File: src/rtl/uart_rx_deserializer.sv
// 8N1 UART receive deserializer: synchronizes rx, recovers LSB-first bytes and
// keeps sticky ready / framing-error / overrun flags until the controller clears them.
module uart_rx_deserializer #(
   parameter int CLKS_PER_BIT = 5208,
   parameter int HALF_BIT     = CLKS_PER_BIT / 2
) (
   input  logic       clk,
   input  logic       rst_n,
   input  logic       rx,
   input  logic       clear,
   output logic [7:0] data,
   output logic       data_ready,
   output logic       frame_err,
   output logic       overrun,
   output logic       busy
);

   localparam int CNT_W = (CLKS_PER_BIT > 1) ? $clog2(CLKS_PER_BIT) : 1;
   localparam logic [CNT_W-1:0] CNT_HALF_LAST = CNT_W'(HALF_BIT - 1);
   localparam logic [CNT_W-1:0] CNT_BIT_LAST  = CNT_W'(CLKS_PER_BIT - 1);

   typedef enum logic [1:0] {IDLE, START, DATA, STOP} state_e;

   logic             rx_meta_q, rx_s_q;
   state_e           state_q, state_d;
   logic [CNT_W-1:0] cnt_q, cnt_d;
   logic [2:0]       idx_q, idx_d;
   logic [7:0]       sh_q, sh_d;
   logic [7:0]       data_q, data_d;
   logic             ready_q, ready_d;
   logic             ferr_q, ferr_d;
   logic             ovr_q, ovr_d;

   // Both sync flops reset to the idle level so reset release never fakes a start bit.
   always_ff @(posedge clk or negedge rst_n) begin
      if (!rst_n) begin
         rx_meta_q <= 1'b1;
         rx_s_q    <= 1'b1;
      end else begin
         rx_meta_q <= rx;
         rx_s_q    <= rx_meta_q;
      end
   end

   // NOTE: clocked state uses non-blocking (<=) so every register samples pre-edge values.
   always_ff @(posedge clk or negedge rst_n) begin
      if (!rst_n) begin
         state_q <= IDLE;
         cnt_q   <= '0;
         idx_q   <= '0;
         sh_q    <= '0;
         data_q  <= '0;
         ready_q <= 1'b0;
         ferr_q  <= 1'b0;
         ovr_q   <= 1'b0;
      end else begin
         state_q <= state_d;
         cnt_q   <= cnt_d;
         idx_q   <= idx_d;
         sh_q    <= sh_d;
         data_q  <= data_d;
         ready_q <= ready_d;
         ferr_q  <= ferr_d;
         ovr_q   <= ovr_d;
      end
   end

   always_comb begin
      // NOTE: every output of this block gets a default first, so no path can infer a latch.
      state_d = state_q;
      cnt_d   = cnt_q;
      idx_d   = idx_q;
      sh_d    = sh_q;
      data_d  = data_q;
      ready_d = ready_q;
      ferr_d  = ferr_q;
      ovr_d   = ovr_q;

      // Clear first; a frame completing in the same cycle overrides it below.
      if (clear) begin
         ready_d = 1'b0;
         ferr_d  = 1'b0;
         ovr_d   = 1'b0;
      end

      unique case (state_q)
         IDLE: begin
            if (!rx_s_q) begin
               state_d = START;
               cnt_d   = '0;
            end
         end
         START: begin
            if (cnt_q == CNT_HALF_LAST) begin
               cnt_d   = '0;
               idx_d   = '0;
               state_d = rx_s_q ? IDLE : DATA;
            end else begin
               cnt_d = cnt_q + CNT_W'(1);
            end
         end
         DATA: begin
            if (cnt_q == CNT_BIT_LAST) begin
               sh_d  = {rx_s_q, sh_q[7:1]};
               cnt_d = '0;
               if (idx_q == 3'd7) state_d = STOP;
               else               idx_d   = idx_q + 3'd1;
            end else begin
               cnt_d = cnt_q + CNT_W'(1);
            end
         end
         STOP: begin
            if (cnt_q == CNT_BIT_LAST) begin
               cnt_d   = '0;
               state_d = IDLE;
               if (rx_s_q) begin
                  data_d  = sh_q;
                  ready_d = 1'b1;
                  if (ready_q && !clear) ovr_d = 1'b1;
               end else begin
                  ferr_d = 1'b1;
               end
            end else begin
               cnt_d = cnt_q + CNT_W'(1);
            end
         end
         default: state_d = IDLE;
      endcase
   end

   assign data       = data_q;
   assign data_ready = ready_q;
   assign frame_err  = ferr_q;
   assign overrun    = ovr_q;
   assign busy       = (state_q != IDLE);

endmodule

File: config.mk
export PLATFORM = sky130hd
export DESIGN_NAME = uart_rx_deserializer
export DESIGN_NICKNAME = d
export VERILOG_FILES = /design/src/rtl/uart_rx_deserializer.sv
export SDC_FILE = /design/constraint.sdc
export NUM_CORES = 1
export LEC_CHECK = 0
export CAP_MARGIN = 25
export CELL_PAD_IN_SITES_DETAIL_PLACEMENT = 0
export CELL_PAD_IN_SITES_GLOBAL_PLACEMENT = 1
export CORE_MARGIN = 2
export CORE_UTILIZATION = 56
export CTS_BUF_LIST = sky130_fd_sc_hd__clkbuf_4 sky130_fd_sc_hd__clkbuf_8
export CTS_CLUSTER_DIAMETER = 50
export CTS_CLUSTER_SIZE = 10
export DETAILED_ROUTE_END_ITERATION = 8
export DONT_BUFFER_PORTS = 1
export MAX_ROUTING_LAYER = met4
export PLACE_DENSITY_LB_ADDON = 0.1
export SYNTH_ARGS = -nofsm -noshare
export SYNTH_HDL_FRONTEND = slang
export SYNTH_SLANG_ARGS = --single-unit
File: constraint.sdc
create_clock -name clk -period 4.3 [get_ports clk]
set_input_delay 0.645 -clock clk [delete_from_list [all_inputs] [get_ports clk]]
set_output_delay 0.645 -clock clk [all_outputs]
set_load 0.1 [all_outputs]
Word-level counts from Yosys, hierarchy flattened
Cells that the tools add are included.

cells by class
  $add $sub $neg = 2
  eq/ne operators = 12
  reductions and logical operators = 10
  muxes and demuxes = 28

operators by type and width
  operator                 count
  $mux W13                 3
  $pmux W13 S3             1
  $add A13 B1 Y13 const B  1
  $eq A13 B12 Y1 const B   1
  $eq A13 B13 Y1 const B   1
  $mux W1                  13
  $mux W2                  6
  $ne A2 B2 Y1 const B     6
  $mux W3                  3
  $pmux W2 S4              1
  $pmux W3 S2              1
  $reduce_and A5 Y1        1
  $eq A2 B2 Y1 const B     2
  $reduce_and A4 Y1        1
  $reduce_bool A2 Y1       2
  $add A3 B1 Y3 const B    1
  $eq A3 B3 Y1 const B     1
  $reduce_and A3 Y1        1
  $eq A2 B1 Y1 const B     1
  $logic_not A2 Y1         1
  $reduce_and A2 Y1        1
  $reduce_or A2 Y1         1
  $logic_and A1 B1 Y1      1
  $logic_not A1 Y1         1

word-level totals
  register bits = 39
  input bits = 4
  output and inout port bits = 12

Logic depth before layout (Yosys ltp)
  depth in word-level cells = 6
  mapped depth = 7
  gate-level depth less buffers = 6

Worst setup path before layout
OpenSTA, ideal clock, no wires.

  path type = register -> output
  from = reg with a tool-made name
  to = out busy
  data arrival time = 1.312 ns
  setup slack = 2.343 ns
  cell stages (with the launch flop) = 4
  cell sequence = dfrtp_1 -> clkbuf_1 -> nor2_1 -> inv_1

RTL lines
  item              RTL line  source
  end: declaration  15        output logic busy

Worst setup path in the final report
  from = reg state_q[0]
  to = out busy

between the ends
  longest elaborated chain between the ends = 1

RTL lines
  item                      RTL line  source
  start: declaration        25        state_e state_q, state_d;
  start signal: assignment  57        state_q <= state_d;
  $reduce_bool A2 Y1        135       assign busy = (state_q != IDLE);

Every way passes these cells.

==> impl_metrics.env <==
export IMPL_synth_edff_count=0
export IMPL_slowest_stage="inv_1"
export IMPL_die_area_sq_um=3840
export IMPL_finalHoldViolCount=0
export IMPL_leakage_nw=0.953
export IMPL_coreArea_sq_um=3280
export IMPL_power_uw=631
export IMPL_arrival_ps=1730
export IMPL_hp_class="in2async"
export IMPL_use_met2_pct=36.6
export IMPL_path_delay_family="buffers and inverters"
export IMPL_cts_root_buffer="clkbuf_4"
export IMPL_ctsResizeCount=0
export IMPL_synthArstFlopShare_pct=100
export IMPL_worst_path_stages=2
export IMPL_grt_max_degree=38
export IMPL_hpwl_microns=2320
export IMPL_start_util_pct=57.3
export IMPL_post_route_period_util_pct=55.3
export IMPL_setup_tns_final_ps=0
export IMPL_grt_pass1_wl_microns=5500
export IMPL_ys_top_cells_by_count="dfrtp_1 (37), mux2_2 (17), nand2_1 (13), a21oi_1 (11)"
export IMPL_crit_fanout=9
export IMPL_vdd_ir_drop_max_v=0.000152
export IMPL_gp_congestion=0.862
export IMPL_synthCells=164
export IMPL_reg2reg_from="cnt_q[0]$_DFFE_PN0P_"
export IMPL_final_util_pct=61.1
export IMPL_fin_cells=212
export IMPL_worst_slew_pin_slew_ps=907
export IMPL_wire_per_inst_microns=15.6
export IMPL_syn_to_final_growth_pct=6.65
export IMPL_port_buffers=0
export IMPL_crit_path_start_kind="flop"
export IMPL_clk_latency_ps=340
export IMPL_power_density_nw_per_um2=315
export IMPL_ctsLongestPathBuffers=2
export IMPL_cp_required_ps=3650
export IMPL_slew_violations=0
export IMPL_pin_count=16
export IMPL_end_kind="output pin"
export IMPL_min_period_ps=2380
export IMPL_avgSynthCellArea_sq_um=11.5
export IMPL_maxCapViolCount=0
export IMPL_yosys_area_top_type="dfrtp_1"
export IMPL_status="complete, no violations"
export IMPL_drc=0
export IMPL_drtIter0Drc=98
export IMPL_yosysMostFrequentCell="dfrtp_1"
export IMPL_yosysWarningCount=0
export IMPL_grt_busiest_layer="met2"
export IMPL_antenna_found_initial=0
export IMPL_crit_buf_inv=1
export IMPL_rsz0062_at_grt="no"
export IMPL_antenna_cells=0
export IMPL_multi_input_area_sq_um=842
export IMPL_grt_util_met3_pct=5.18
export IMPL_fill_cells=274
export IMPL_ys_flop_type="dfrtp_1"
export IMPL_path_clk_slew_ps=120
export IMPL_cpPeakStageDelay_ps=660
export IMPL_gr_total_overflow=0
export IMPL_dp_cells=203
export IMPL_clock_sinks=39
export IMPL_synth_nets=171
export IMPL_avgViaCountPerCell=5.88
export IMPL_synth_distinct_cells=37
export IMPL_numCtsBuffers=5
export IMPL_seqCellArea_sq_um=978
export IMPL_synth_top_area_share_pct=49.2
export IMPL_relSlewSlack_pct=39.6
export IMPL_finalSetupViolations=0
export IMPL_met1_usage_pct=21.1
export IMPL_via_count=1246
export IMPL_die_h_microns=62.0
export IMPL_nets=172
export IMPL_ys_ff_latch=39
export IMPL_reg2reg_depth=6
export IMPL_dr_pass1_iters=5
export IMPL_postRouteAntennaNets=0
export IMPL_netlist_area_sq_um=1880
export IMPL_fmax_mhz=420
export IMPL_ys_seq_area_share_pct=52.0
export IMPL_drt_wl_total_microns=3310
export IMPL_path_class="reg2out"
export IMPL_cts_tree="built"
export IMPL_r2r_end="cnt_q[8]$_DFFE_PN0P_"
export IMPL_row_count=21
export IMPL_grt_pass1_vias=1233
export IMPL_die_w_microns=62.0
export IMPL_r2r_slack_ps=2180
export IMPL_crit_chain="nor2_1, inv_1"
export IMPL_clock_skew_ps=8.83
export IMPL_cts_max_level=2
export IMPL_grt_util_all_layers_pct=20.6
export IMPL_layout_drive_gt1_share_pct=21.7
export IMPL_synthTopCellsByArea="dfrtp_1 (49%), mux2_2 (10%), a21oi_1 (2.9%)"
layer usage:
metal / part of all wire (%) / wire length (microns)
met2: 53 / 1750
met4: 1.7 / 55
met3: 4.7 / 157
met5: 0 / 0
met1: 41 / 1350
state kept, by name, summed over array words and instances (netlist names), named ones only:
register,flops
rx_s_q,1
frame_err,1
overrun,1
data_ready,1
data,8
rx_meta_q,1
idx_q,3
sh_q,8
cnt_q,13
state_q,1
worst max-delay path by stage:
stage,startpoint,endpoint
2_1_floorplan,flop,busy
4_1_cts,state_q[0]$_DFFE_PN0P_,busy
3_5_place_dp,cnt_q[0]$_DFFE_PN0P_,cnt_q[8]$_DFFE_PN0P_
6_report,state_q[0]$_DFFE_PN0P_,busy
3_3_place_gp,cnt_q[0]$_DFFE_PN0P_,cnt_q[8]$_DFFE_PN0P_
5_1_grt,state_q[0]$_DFFE_PN0P_,busy
worst register-to-register path, delay by kind of cell, from the launching register on:
family,cells,cell delay (ps)
adders and majority gates,1,300
AOI/OAI and AO/OA,2,660
DFF,1,420
and+or+nand+nor,3,660
layout by cell type, fill, tap and decap left out, drive strengths merged, types with 4 or more instances in the layout:
cell type  instances
and4               4
nor3b              4
a31oi              8
nand4              4
a21oi             11
nor2               7
inv                6
dfrtp             37
o21ai              8
nand3              7
clkbuf             6
mux2              17
nand2             13
repair_timing:
item	4_1_cts	5_1_grt
endpoints found under the hold margin	37	0
buffers inserted	0	0
hold buffers	1	0
setup endpoints to repair	0	0
through the flow:
step | hold slack, ps | instance area (sq um) | worst slack, ps
after floorplan | 345 | 1880 | 2340
after detailed placement | 349 | 1900 | 2190
after global placement | 346 | 1900 | 2250
after global routing | 102 | 2010 | 1800
final | 124 | 2010 | 1920
after CTS | 120 | 2010 | 1910
power by group:
part           leakage [nW]  internal, mW  switching [mW]
logic                 0.382       0.00210         0.00632
registers             0.523         0.368         0.00108
clock network        0.0482         0.137           0.116
area by class of cell:
class                           instances  area share, %
Sequential cell                        39           48.8
Multi-Input combinational cell        112           42.0
Tap cell                               46           2.87
Clock buffer                            6           2.56
Clock inverter                          2           1.75
Inverter                                6           1.12
Timing Repair Buffer                    1          0.998
logic make-up (layout without fill, tap and decap cells):
family	after synthesis	count (layout)	share of synthesized area (%)
AND/OR/NAND/NOR	56	56	20.2
flip-flops	39	39	52.0
AO/OA/AOI/OAI	35	35	11.9
multiplexers	17	17	10.2
buffers and inverters	13	15	3.26
adder cells (fa/ha/maj)	3	3	1.99
XOR/XNOR	1	1	0.466
Power figures use the tool's default switching activity.
==> RTL change 1, RTL diff (config.mk and constraints unchanged) <==
Set the parameter `CLKS_PER_BIT` to 10416 (it was 5208).
--- a/src/rtl/uart_rx_deserializer.sv
+++ b/src/rtl/uart_rx_deserializer.sv
@@ -2,5 +2,5 @@
 // keeps sticky ready / framing-error / overrun flags until the controller clears them.
 module uart_rx_deserializer #(
-   parameter int CLKS_PER_BIT = 5208,
+   parameter int CLKS_PER_BIT = 10416,
    parameter int HALF_BIT     = CLKS_PER_BIT / 2
 ) (
Check against the original RTL: same outputs for any inputs over 10 cycles, from zero or initial values and one cycle with rst_n low; that may be too few to reach the edited logic, so the function may still have changed.
==> RTL change 1 against the unedited design <==
  * Register-to-register slack lost 0.35 ns
  * Sequential share of layout area grew 1.7 points
  * Synthesized cell count grew 1.2%
  * Worst setup slack lost 0.090 ns
  * Design area shrank 0.93%
  * Wire length shrank 1.2%
  * Synthesized area shrank 0.47%
  * Sequential cell count grew 1
  * Global-route usage grew 0.49 points
  * Count of clock-buffer cells in the layout shrank 1
  * Cell count is the same
  * Worst hold slack lost 0.016 ns
  * Power grew 1.1%
  * Critical path type is now flip-flop to flip-flop
  * Highest routed layer unchanged
==> RTL change 1: results (changes against the unedited design) <==
stage,metric,value,unit,change
sta,relative slew slack,39.9,%,was 39.6%
route,met3 WL,137,um,was 157 um
global_routing,met3 usage,5.59,%,was 5.18%
run_status,status,completed,,unchanged
global_routing,vias in the first global route,1264,,was 1233
power,Lkg Pwr,0.976,nW,was 0.953 nW
critical_path,R2R Path End,cnt_q[4],,was cnt_q[8]
global_routing,GR Util met1,24.3,%,was 21.1%
route,WL/cell,15.4,um,was 15.6 um
route,Iter 0 DRT Violations,82,,was 98
layout,Logic inverters,8,,was 6
critical_path,r2r setup slk,1.83,ns,was 2.18 ns
critical_path,CP max FO,24,,was 9
yosys,adder and majority gate portion of the synthesized area,2.00,%,was 1.99%
sta,clk_skew,0.0104,ns,was 0.00883 ns
yosys,top post-synthesis cells by area,"dfrtp_1, mux2_2, a31oi_1, nand2_1, dfstp_2",,"was dfrtp_1, mux2_2, a21oi_1, dfstp_2, a31oi_1"
placement,DP HPWL,2300,um,was 2320 um
yosys,"Seq/Total Area, Yosys",53.6,%,was 52.0%
power,sequential share of power,59.3,%,was 58.5%
layout,nets@finish,174,,was 172
route,metal1 wirelength,1450,um,was 1350 um
route,Vias,1260,,was 1246
yosys,Post-synth top cells,"dfrtp_1, nand2_1, mux2_2",,"was dfrtp_1, mux2_2, nand2_1"
global_routing,GRT Util Overall,21.1,%,was 20.6%
yosys,multiplexer share of the synthesized area,10.6,%,was 10.2%
-- RTL change 1: cell types whose count changed after synthesis, moves of 3 or more --
cell / before / now
nand2_1: 13 / 18
a21oi_1: 11 / 7
a31oi_1: 8 / 12
nor2_1: 7 / 11
mux2i_1: 0 / 3
nand2b_1: 3 / 0
nor3b_1: 3 / 0
o21ai_0: 8 / 5
-- RTL change 1: kinds of logic (layout without fill, tap and decap cells) --
| group | Yosys count | after routing |
|---|---|---|
| buffers and inverters | 15 | 17 |
| and+or+nand+nor | 53 | 53 |
| adders and majority gates | 3 | 3 |
| muxes | 18 | 18 |
| DFF | 40 | 40 |
| AOI/OAI and AO/OA | 35 | 35 |
| xor gates and xnor gates | 2 | 2 |
-- RTL change 1: worst max-delay path by stage --
stage	start	to	slack (ns)	cells past startpoint
2_1_floorplan	cnt_q[0]	cnt_q[11]	2.32	9
3_3_place_gp	cnt_q[0]	cnt_q[4]	1.94	6
3_5_place_dp	cnt_q[0]	cnt_q[4]	1.86	6
4_1_cts	cnt_q[0]	cnt_q[4]	1.84	6
5_1_grt	cnt_q[0]	cnt_q[12]	1.63	6
6_report	cnt_q[0]	cnt_q[4]	1.83	6
-- RTL change 1: worst max-delay path, cell delays in order (launching register included) --
cell and delay, ns:
dfrtp_1 0.44, ha_1 0.26, and3_1 0.25, and4_1 0.31
o22ai_2 0.70, or2b_1 0.29, a31oi_1 0.15
-- RTL change 1: per-stage QoR --
step                cells  setup WS, ns  total power [mW]  cell area (sq um)  hold slack [ns]
global placement      203          1.94             0.386               1880            0.346
CTS                   212          1.84             0.648               1990            0.103
finish                212          1.83             0.638               1990            0.108
detailed placement    203          1.86             0.386               1880            0.348
floorplan             166          2.32             0.386               1870            0.345
global route          212          1.63             0.666               1990           0.0786
==> RTL change 2, RTL diff (same flow settings) <==
Made on the original files. `sh_q` and `data_q` no longer have a reset.
--- a/src/rtl/uart_rx_deserializer.sv
+++ b/src/rtl/uart_rx_deserializer.sv
@@ -49,6 +49,4 @@
          cnt_q   <= '0;
          idx_q   <= '0;
-         sh_q    <= '0;
-         data_q  <= '0;
          ready_q <= 1'b0;
          ferr_q  <= 1'b0;
@@ -58,10 +56,13 @@
          cnt_q   <= cnt_d;
          idx_q   <= idx_d;
-         sh_q    <= sh_d;
-         data_q  <= data_d;
          ready_q <= ready_d;
          ferr_q  <= ferr_d;
          ovr_q   <= ovr_d;
       end
+   end
+
+   always_ff @(posedge clk) begin
+      sh_q   <= sh_d;
+      data_q <= data_d;
    end
 
Formal check against the unedited RTL: no difference found for any inputs over 10 cycles, from zero or initial values and one cycle with rst_n low; that may be too few to reach the edited logic, so the function may still have changed.
==> RTL change 2 against the unedited design <==
  * Die area shrank 6.4%
  * Cell count shrank 8.5%
  * Wire length shrank 6.9%
  * Synthesized cell count shrank 11%
  * Synthesized area shrank 6.8%
  * Clock skew is essentially flat
  * Sequential cell count is the same
  * Worst setup slack gained 0.24 ns
  * Largest power group unchanged
  * Non-clock buffer count grew 1
  * Highest routed layer unchanged
  * Count of clock-buffer cells in the layout shrank 1
  * Power grew 0.78%
  * Design area shrank 6.5%
==> RTL change 2: results (changes against the unedited design) <==
stage,metric,value,unit,change
yosys,top post-synthesis cells by area,"dfrtp_1, edfxtp_1, a21oi_1, dfstp_2, a22o_1",,"was dfrtp_1, mux2_2, a21oi_1, dfstp_2, a31oi_1"
route,Iter 0 DRT Violations,15,,was 98
placement,RD Place Congestion,0.813,,was 0.862
sta,final hold slack,0.125,ns,was 0.124 ns
yosys,Post-synth ARST share,59.0,%,was 100%
yosys,Post-synth top cells,"dfrtp_1, edfxtp_1, a21oi_1",,"was dfrtp_1, mux2_2, nand2_1"
global_routing,vias in the first global route,1147,,was 1233
layout,FILL cells,242,,was 274
sta,worst setup margin,2.16,ns,was 1.92 ns
run_status,status,completed,,unchanged
critical_path,Critical Path AT,1.49,ns,was 1.73 ns
critical_path,critical path's slowest cell,dfrtp_1,,was inv_1
route,total wire length,3080,um,was 3310 um
placement,DP HPWL,2170,um,was 2320 um
yosys,syn_nets,153,,was 171
critical_path,delay of the slowest cell on the worst path,0.62,ns,was 0.66 ns
placement,dpl cell area,1770,sq um,was 1900 sq um
sta,clk_skew,0.00849,ns,was 0.00883 ns
route,Via density,5.77,,was 5.88
critical_path,"CP delay by family, top",flip-flops,,was buffers and inverters
route,Pre-antenna DRT Iters,4,,was 5
route,routed length on met2,1520,um,was 1750 um
power,Int Power,0.511,mW,was 0.508 mW
sta,relative slew slack,38.5,%,was 39.6%
global_routing,first-pass GRT wire length,5110,um,was 5500 um
critical_path,CP max FO,15,,was 9
-- RTL change 2: changes by cell type after synthesis, moves of 4 or more --
cell,before,now
mux2_2,17,0
nand2_1,13,6
and4_1,4,0
a22o_1,2,6
edfxtp_1,0,16
or3_1,0,5
dfrtp_1,37,21
-- RTL change 2: stage by stage --
stage	utilization, %	instances
2_1_floorplan	-	146
3_3_place_gp	58.4	184
3_5_place_dp	58.4	184
4_1_cts	61.4	193
5_1_grt	61.9	194
6_report	61.9	194
-- RTL change 2: final timing paths --
| path | from | end | cells past startpoint |
|---|---|---|---|
| max | flip-flop | busy | 1 |
| min | rst_n | rx_s_q | 0 |
| max reg2reg | cnt_q[0] | idx_q[1] | 6 |
| min reg2reg | rx_meta_q | rx_s_q | 0 |
| max in group asynchronous | rst_n | cnt_q[0] | 2 |
| min in group clk | rx | rx_meta_q | 0 |
-- RTL change 2: power groups by stage --
stage | Combinational, mW | Clock (mW) | Sequential, mW
after CTS | 0.00485 | 0.251 | 0.388
after global placement | 0.0000518 | 0 | 0.395
after detailed placement | 0.0000518 | 0 | 0.395
after global routing | 0.00698 | 0.266 | 0.388
final | 0.00608 | 0.242 | 0.388
after floorplan | 0.0000519 | 0 | 0.395
-- RTL change 2: kinds of logic (layout without fill, tap and decap cells) --
logic type / Yosys count / after routing / synth area share, %
simple gates: 49 / 49 / 17.9
flops: 39 / 39 / 60.3
compound gates: 37 / 37 / 13.6
buf+inv: 15 / 19 / 4.21
fa+ha+maj: 3 / 3 / 2.14
mux: 2 / 2 / 1.28
xor+xnor: 1 / 1 / 0.499
-- RTL change 2: layout make-up --
cell class                 instances  area share, %
sequential                        39           56.4
multi-input combinational         92           33.2
tap                               44           2.94
clock inverter                     3           2.33
clock buffer                       5           2.00
inverter                           9           1.80
timing repair buffer               2           1.33
-- RTL change 2: worst reg2reg max path: stages, from the launching register on --
cell and delay, ns:
dfrtp_1 0.41, ha_1 0.24, nor3b_4 0.25, nand4_4 0.18, or3_4 0.39, mux2_1 0.33
a22o_1 0.18
-- RTL change 2: routing by layer --
metal  vias to the layer above  track usage [%]
met3                         6             6.28
met2                        27             32.9
met1                       537             24.2
met4                         0             7.30
met5                         -                -
li1                        550                -
-- RTL change 2: timing repair --
| action | 4_1_cts | 5_1_grt |
|---|---|---|
| hold buffers | 1 | 0 |
| resized for setup | 0 | 0 |
| hold endpoints to repair | 21 | 0 |
